### src/rtl/gray_conv_ctrl_pkg.sv
// Shared types and constants for the gray conversion controller.
//   state_t : FSM state encoding (IDLE, RUN, DRAIN, DONE)
//   COORD_W : width of the Col/Row coordinate outputs
package gray_conv_ctrl_pkg;

  localparam int COORD_W = 16;

  typedef enum logic [1:0] {
    ST_IDLE  = 2'd0,
    ST_RUN   = 2'd1,
    ST_DRAIN = 2'd2,
    ST_DONE  = 2'd3
  } state_t;

endpackage

### src/rtl/gray_conv_ctrl_if.sv
// Handshake/status bundle between the frame controller and its environment.
//   start, pix_valid, out_ready        : driven by the environment (master)
//   pix_ready, load_en, pipe_en,
//   out_en, out_valid, col, row,
//   busy, frame_done                   : driven by the controller (slave)
interface gray_conv_ctrl_if;
  import gray_conv_ctrl_pkg::*;

  logic               start;
  logic               pix_valid;
  logic               pix_ready;
  logic               load_en;
  logic               pipe_en;
  logic               out_en;
  logic               out_valid;
  logic               out_ready;
  logic [COORD_W-1:0] col;
  logic [COORD_W-1:0] row;
  logic               busy;
  logic               frame_done;

  modport master (
    output start, pix_valid, out_ready,
    input  pix_ready, load_en, pipe_en, out_en, out_valid, col, row, busy, frame_done
  );

  modport slave (
    input  start, pix_valid, out_ready,
    output pix_ready, load_en, pipe_en, out_en, out_valid, col, row, busy, frame_done
  );
endinterface

### src/rtl/gray_conv_ctrl_px_coord_cnt.sv
// Column/row coordinate counter for the output side of the gray converter.
//   i_clk, i_clear_n : clock, synchronous active-low reset
//   i_clr            : synchronous clear (frame start)
//   i_adv            : advance by one pixel (output consumed)
//   o_col, o_row     : coordinate of the pixel currently presented
module px_coord_cnt
  import gray_conv_ctrl_pkg::*;
#(
  parameter int IMG_W = 640,
  parameter int IMG_H = 480
) (
  input  logic               i_clk,
  input  logic               i_clear_n,
  input  logic               i_clr,
  input  logic               i_adv,
  output logic [COORD_W-1:0] o_col,
  output logic [COORD_W-1:0] o_row
);

  logic [COORD_W-1:0] r_col;
  logic [COORD_W-1:0] r_row;

  always_ff @(posedge i_clk) begin
    if (!i_clear_n || i_clr) begin
      r_col <= '0;
      r_row <= '0;
    end else if (i_adv) begin
      if (r_col == COORD_W'(IMG_W - 1)) begin
        r_col <= '0;
        // row wraps at frame end so the next frame starts at (0,0)
        r_row <= (r_row == COORD_W'(IMG_H - 1)) ? '0 : r_row + 1'b1;
      end else begin
        r_col <= r_col + 1'b1;
      end
    end
  end

  assign o_col = r_col;
  assign o_row = r_row;

endmodule

### src/rtl/gray_conv_ctrl.sv
// Frame controller for an RGB->gray datapath: pixel handshake, pipeline
// valid tracking, output register control and frame sequencing.
//   i_clk     : clock
//   i_clear_n : synchronous active-low reset (aborts any frame in flight)
//   bus       : handshake/status bundle (slave side), see gray_conv_ctrl_if
module gray_conv_ctrl
  import gray_conv_ctrl_pkg::*;
#(
  parameter int IMG_W    = 640,
  parameter int IMG_H    = 480,
  parameter int PIPE_LAT = 3
) (
  input  logic             i_clk,
  input  logic             i_clear_n,
  gray_conv_ctrl_if.slave  bus
);

  localparam int NPIX  = IMG_W * IMG_H;
  localparam int CNT_W = $clog2(NPIX + 1);

  state_t              r_state;
  logic [PIPE_LAT-1:0] r_vld_pipe;
  logic                r_out_valid;
  logic                r_busy;
  logic                r_frame_done;
  logic [CNT_W-1:0]    r_in_cnt;
  logic [CNT_W-1:0]    r_out_cnt;

  logic w_active, w_stall, w_pipe_en, w_pix_ready, w_accept;
  logic w_out_en, w_consume, w_last_in, w_last_out, w_run_entry;

  // A full output register with no taker freezes the whole pipe and input.
  assign w_active    = (r_state == ST_RUN) || (r_state == ST_DRAIN);
  assign w_stall     = r_out_valid & ~bus.out_ready;
  assign w_pipe_en   = w_active & ~w_stall;
  assign w_pix_ready = (r_state == ST_RUN) & ~w_stall;
  assign w_accept    = bus.pix_valid & w_pix_ready;
  assign w_out_en    = w_pipe_en & r_vld_pipe[PIPE_LAT-1];
  assign w_consume   = r_out_valid & bus.out_ready;
  assign w_last_in   = w_accept  && (r_in_cnt  == CNT_W'(NPIX - 1));
  assign w_last_out  = w_consume && (r_out_cnt == CNT_W'(NPIX - 1));
  assign w_run_entry = (r_state == ST_IDLE) & bus.start;

  always_ff @(posedge i_clk) begin
    if (!i_clear_n) begin
      r_state      <= ST_IDLE;
      r_busy       <= 1'b0;
      r_frame_done <= 1'b0;
    end else begin
      case (r_state)
        ST_IDLE: if (bus.start) begin
          r_state <= ST_RUN;
          r_busy  <= 1'b1;
        end
        ST_RUN:   if (w_last_in) r_state <= ST_DRAIN;
        ST_DRAIN: if (w_last_out) begin
          r_state      <= ST_DONE;
          r_frame_done <= 1'b1;
        end
        ST_DONE: begin
          r_state      <= ST_IDLE;
          r_busy       <= 1'b0;
          r_frame_done <= 1'b0;
        end
        default: r_state <= ST_IDLE;
      endcase
    end
  end

  // Valid bits travel alongside the datapath; bubbles are shifted in as 0.
  always_ff @(posedge i_clk) begin
    if (!i_clear_n)     r_vld_pipe <= '0;
    else if (w_pipe_en) r_vld_pipe <= (r_vld_pipe << 1) | PIPE_LAT'(w_accept);
  end

  // Load wins over consume so back-to-back outputs keep out_valid high.
  always_ff @(posedge i_clk) begin
    if (!i_clear_n)     r_out_valid <= 1'b0;
    else if (w_out_en)  r_out_valid <= 1'b1;
    else if (w_consume) r_out_valid <= 1'b0;
  end

  always_ff @(posedge i_clk) begin
    if (!i_clear_n || w_run_entry) begin
      r_in_cnt  <= '0;
      r_out_cnt <= '0;
    end else begin
      if (w_accept)  r_in_cnt  <= r_in_cnt + 1'b1;
      if (w_consume) r_out_cnt <= r_out_cnt + 1'b1;
    end
  end

  px_coord_cnt #(
    .IMG_W (IMG_W),
    .IMG_H (IMG_H)
  ) u_coord (
    .i_clk     (i_clk),
    .i_clear_n (i_clear_n),
    .i_clr     (w_run_entry),
    .i_adv     (w_consume),
    .o_col     (bus.col),
    .o_row     (bus.row)
  );

  assign bus.pix_ready  = w_pix_ready;
  assign bus.load_en    = w_accept;
  assign bus.pipe_en    = w_pipe_en;
  assign bus.out_en     = w_out_en;
  assign bus.out_valid  = r_out_valid;
  assign bus.busy       = r_busy;
  assign bus.frame_done = r_frame_done;

endmodule

### src/flat_wrapper.sv
// flat-port wrapper written by rule: the top's interface ports become plain ports
module gray_conv_ctrl_flat import gray_conv_ctrl_pkg::*;
#(
  parameter int IMG_W    = 640,
  parameter int IMG_H    = 480,
  parameter int PIPE_LAT = 3
)
  (i_clk, i_clear_n, bus_start, bus_pix_valid, bus_out_ready, bus_pix_ready, bus_load_en, bus_pipe_en, bus_out_en, bus_out_valid, bus_col, bus_row, bus_busy, bus_frame_done);
  gray_conv_ctrl_if bus_i ();
  input  logic i_clk;
  input  logic i_clear_n;
  input wire logic [$bits(bus_i.start)-1:0] bus_start;
  input wire logic [$bits(bus_i.pix_valid)-1:0] bus_pix_valid;
  input wire logic [$bits(bus_i.out_ready)-1:0] bus_out_ready;
  output wire logic [$bits(bus_i.pix_ready)-1:0] bus_pix_ready;
  output wire logic [$bits(bus_i.load_en)-1:0] bus_load_en;
  output wire logic [$bits(bus_i.pipe_en)-1:0] bus_pipe_en;
  output wire logic [$bits(bus_i.out_en)-1:0] bus_out_en;
  output wire logic [$bits(bus_i.out_valid)-1:0] bus_out_valid;
  output wire logic [$bits(bus_i.col)-1:0] bus_col;
  output wire logic [$bits(bus_i.row)-1:0] bus_row;
  output wire logic [$bits(bus_i.busy)-1:0] bus_busy;
  output wire logic [$bits(bus_i.frame_done)-1:0] bus_frame_done;
  assign bus_i.start = bus_start;
  assign bus_i.pix_valid = bus_pix_valid;
  assign bus_i.out_ready = bus_out_ready;
  assign bus_pix_ready = bus_i.pix_ready;
  assign bus_load_en = bus_i.load_en;
  assign bus_pipe_en = bus_i.pipe_en;
  assign bus_out_en = bus_i.out_en;
  assign bus_out_valid = bus_i.out_valid;
  assign bus_col = bus_i.col;
  assign bus_row = bus_i.row;
  assign bus_busy = bus_i.busy;
  assign bus_frame_done = bus_i.frame_done;
  gray_conv_ctrl #(.IMG_W(IMG_W), .IMG_H(IMG_H), .PIPE_LAT(PIPE_LAT)) u_core (.i_clk(i_clk), .i_clear_n(i_clear_n), .bus(bus_i));
endmodule
### config.mk
export PLATFORM = sky130hd
export DESIGN_NAME = gray_conv_ctrl_flat
export DESIGN_NICKNAME = d
export VERILOG_FILES = /design/src/rtl/gray_conv_ctrl_pkg.sv /design/src/rtl/gray_conv_ctrl_if.sv /design/src/rtl/gray_conv_ctrl_px_coord_cnt.sv /design/src/rtl/gray_conv_ctrl.sv /design/src/flat_wrapper.sv
export SDC_FILE = /design/constraint.sdc
export NUM_CORES = 1
export LEC_CHECK = 0
export BUFFER_PORTS_ARGS = -buffer_cell sky130_fd_sc_hd__buf_2
export CAP_MARGIN = 10
export CELL_PAD_IN_SITES_DETAIL_PLACEMENT = 1
export CELL_PAD_IN_SITES_GLOBAL_PLACEMENT = 2
export CORE_AREA = 4 4 106 108
export DETAILED_ROUTE_END_ITERATION = 6
export DIE_AREA = 0 0 110 112
export PLACE_DENSITY = 0.8
export REMOVE_ABC_BUFFERS = 1
export SYNTH_ARGS = -nofsm -noshare
export SYNTH_HDL_FRONTEND = slang
export SYNTH_HIERARCHICAL = 1
export SYNTH_SLANG_ARGS = --single-unit
### constraint.sdc
create_clock -name i_clk -period 3.9 [get_ports i_clk]
set_input_delay 0.585 -clock i_clk [delete_from_list [all_inputs] [get_ports i_clk]]
set_output_delay 0.585 -clock i_clk [all_outputs]
set_load 0.01 [all_outputs]
==> impl_metrics.yaml <==
timing:
  whs_ns: 0.462
  rsz0062_at_grt: "no"
  tightest_slew_ns: 0.870
  finClkSkew_ns: 0.0126
  finalHoldViolations: 0
  maxSlewViolCount: 0
  max_freq_mhz: 379
  slew_headroom: 0.419
  fin_crit_ns: 2.64
  setup_viol: 0
  tns_ns: 0
  finalCritPeriodShare: 0.677
die:
  ios: 44
  initial_core_util: 0.377
  die_h_um: 112
  die_x_um: 110
  core_um2: 10200
  rows: 37
  die-area_um2: 12300
power_and_ir_drop:
  switching_share: 0.258
  p_switching_mw: 0.466
  pwr-share-comb: 0.121
  p_leak_nw: 1.54
  pwr-share-seq: 0.455
  ir_drop_v: 0.000200
  p_per_area_nw_per_um2: 406
  finalPower_mw: 1.80
  p_int_mw: 1.34
  p_clk_frac: 0.423
layout:
  finalNetCount: 505
  stdcell_count: 633
  antenna_cells: 0
  drive_gt1_frac: 0.151
  syn2layout_area_growth_pct: 15.3
clock_network:
  root_buffer: "clkbuf_8"
  cts_tree: "done"
  hold_buffers: 0
  cts_sinks: 78
  post-cts-setup-buffers: 0
  cts_resized: 0
  htree_num_levels: 3
  clock_latency_ns: 0.34
  numCtsBuffers: 9
  cts.clk_slew.worst_paths_ns: 0.08
  cts_buffer_depth: 2
global_routing:
  grt_pass1_vias: 3524
  antenna_found_initial: 0
  grt-ovfl-total: 0
  grtUsageTotal: 0.167
  grt_pass1_wl_mm: 16.8
  grt_max_degree: 21
synth:
  yosysTopAreaCell: "dfxtp_1"
  synthFlopType: "dfxtp_1"
  async_reset_ff_frac: 0
  syn_area_um2: 3850
  synth_common_cells: "78 x dfxtp_1, 63 x nor2_1, 43 x nand2_1"
  synth_top_area_frac: 0.405
  yosysMostFrequentCell: "dfxtp_1"
  ys_seq_area_frac: 0.405
  yosysWarnings: 6
  synth_area_per_cell_um2: 8.55
  synthCells: 451
  ys_types: 53
  synth_area_leaders: "dfxtp_1 41%, nor2_1 6.1%, xnor2_1 5.9%"
  ys_ff_latch: 78
  synth_edf_count: 0
worst_setup_path:
  worstPathCellList: "and2_1 -> nand4_1 -> nor2_1 -> nand3_1 -> o31ai_1"
  r2r_cells: 5
  reg2reg_from: "u_core/bus.out_valid"
  cp.arrival_ns: 2.88
  reg2reg_to: "u_core/u_coord/o_row[0]"
  cp-end-kind: "flip-flop"
  crit_type: "flip-flop to flip-flop"
  r2r_setup_slack_ns: 1.26
  critPathMaxStageDelay_ns: 0.60
  crit_slowest_cell: "nor2_1"
  cp-start-kind: "flip-flop"
  cp_max_fo: 11
  crit_required_ns: 4.14
drt:
  first_pass_iters: 4
  drt_iter0_drc: 118
  antenna_left: 0
  wl_per_cell_um: 15.4
  viasPerCell: 5.38
  vias: 3403
  drc: 0
  wirelength_mm: 9.75
place:
  portBuffers: 43
  gp_congestion: 0.792
  dp.cells: 617
  hpwl_mm: 7.11
worst_hold_path:
  hp-class: "flip-flop to flip-flop"
  holdPathEnd: "u_core/r_vld_pipe[2]"
  holdPathStages: 2
  worstHoldStart: "u_core/r_vld_pipe[2]"
flow_run:
  cap_violations: 0
status:
  status: "finished, final reports clean"
[power by group through the flow]
stage	Sequential [mW]	Combinational, mW	Clock (mW)
global route	0.824	0.250	0.821
floorplan	0.838	0.146	0
CTS	0.822	0.226	0.779
global placement	0.839	0.220	0
detailed placement	0.840	0.225	0
finish	0.821	0.219	0.764
[logic make-up after synthesis]
logic type               synth area share
XOR/XNOR                            0.107
flip-flops                          0.405
multiplexers                       0.0130
AND/OR/NAND/NOR                     0.331
buffers and inverters              0.0305
adder cells (fa/ha/maj)            0.0260
AO/OA/AOI/OAI                      0.0880
[routing by layer]
layer,GRT usage,share of wire,vias to the layer above
met3,0.0348,0.033,4
met5,0,0,-
met1,0.223,0.49,1671
met2,0.271,0.47,48
met4,0.0441,0.0070,0
li1,-,-,1680
[worst max-delay path: cells and delay by family (launching register included)]
family	cells	cell delay, ns
simple gates	4	1.86
compound gates	1	0.27
flops	1	0.42
[layout by cell type (no fill, tap or decap), types with 5 or more instances in the layout]
master / Yosys / routed
nor4_1: 11 / 11
dfxtp_1: 78 / 78
mux2i_1: 5 / 5
nor2_1: 63 / 63
xor2_1: 21 / 21
or3_1: 10 / 10
a21oi_1: 12 / 12
or4_1: 5 / 5
nor2b_1: 5 / 5
o22ai_1: 5 / 5
nand2_1: 43 / 43
nor3_1: 13 / 13
nand3_1: 20 / 20
ha_1: 8 / 8
nand4_1: 23 / 23
xnor2_1: 26 / 26
and4_1: 6 / 6
inv_1: 17 / 17
clkbuf_8: 0 / 11
buf_2: 1 / 43
o21ai_0: 9 / 9
[final cells by class]
class / instances / area, um^2
Clock buffer: 13 / 159
Fill cell: 1264 / 5790
Timing Repair Buffer: 44 / 223
Sequential cell: 78 / 1560
Multi-Input combinational cell: 342 / 2180
Inverter: 17 / 63.8
Tap cell: 136 / 170
Clock inverter: 3 / 90.1
[state kept, by name, summed over array words and instances (netlist names)]
| register | count |
|---|---|
| u_core/bus.busy | 1 |
| u_core/bus.frame_done | 1 |
| u_core/bus.out_valid | 1 |
| u_core/r_in_cnt | 19 |
| u_core/r_out_cnt | 19 |
| u_core/r_state | 2 |
| u_core/r_vld_pipe | 3 |
| u_core/u_coord/o_col | 16 |
| u_core/u_coord/o_row | 16 |
[stage by stage]
step                       util  setup slack, ns  area, um^2
final                     0.434             1.26        4440
after global routing      0.434            0.923        4440
after CTS                 0.434             1.24        4440
after detailed placement  0.410             1.01        4190
after global placement    0.410             1.11        4190
after floorplan               -             1.75        3800
[worst max-delay path by stage]
| stage | start | slack, ns | cells after the start | to |
|---|---|---|---|---|
| floorplan | bus_out_ready | 1.75 | 5 | u_core/u_coord/o_row[12] |
| global placement | bus_out_ready | 1.11 | 6 | u_core/u_coord/o_row[0] |
| detailed placement | bus_out_ready | 1.01 | 6 | u_core/u_coord/o_row[0] |
| CTS | u_core/bus.out_valid | 1.24 | 5 | u_core/u_coord/o_row[0] |
| global route | u_core/bus.out_valid | 0.92 | 5 | u_core/u_coord/o_row[0] |
| finish | u_core/bus.out_valid | 1.26 | 5 | u_core/u_coord/o_row[0] |
Power figures use the tool's default switching activity.
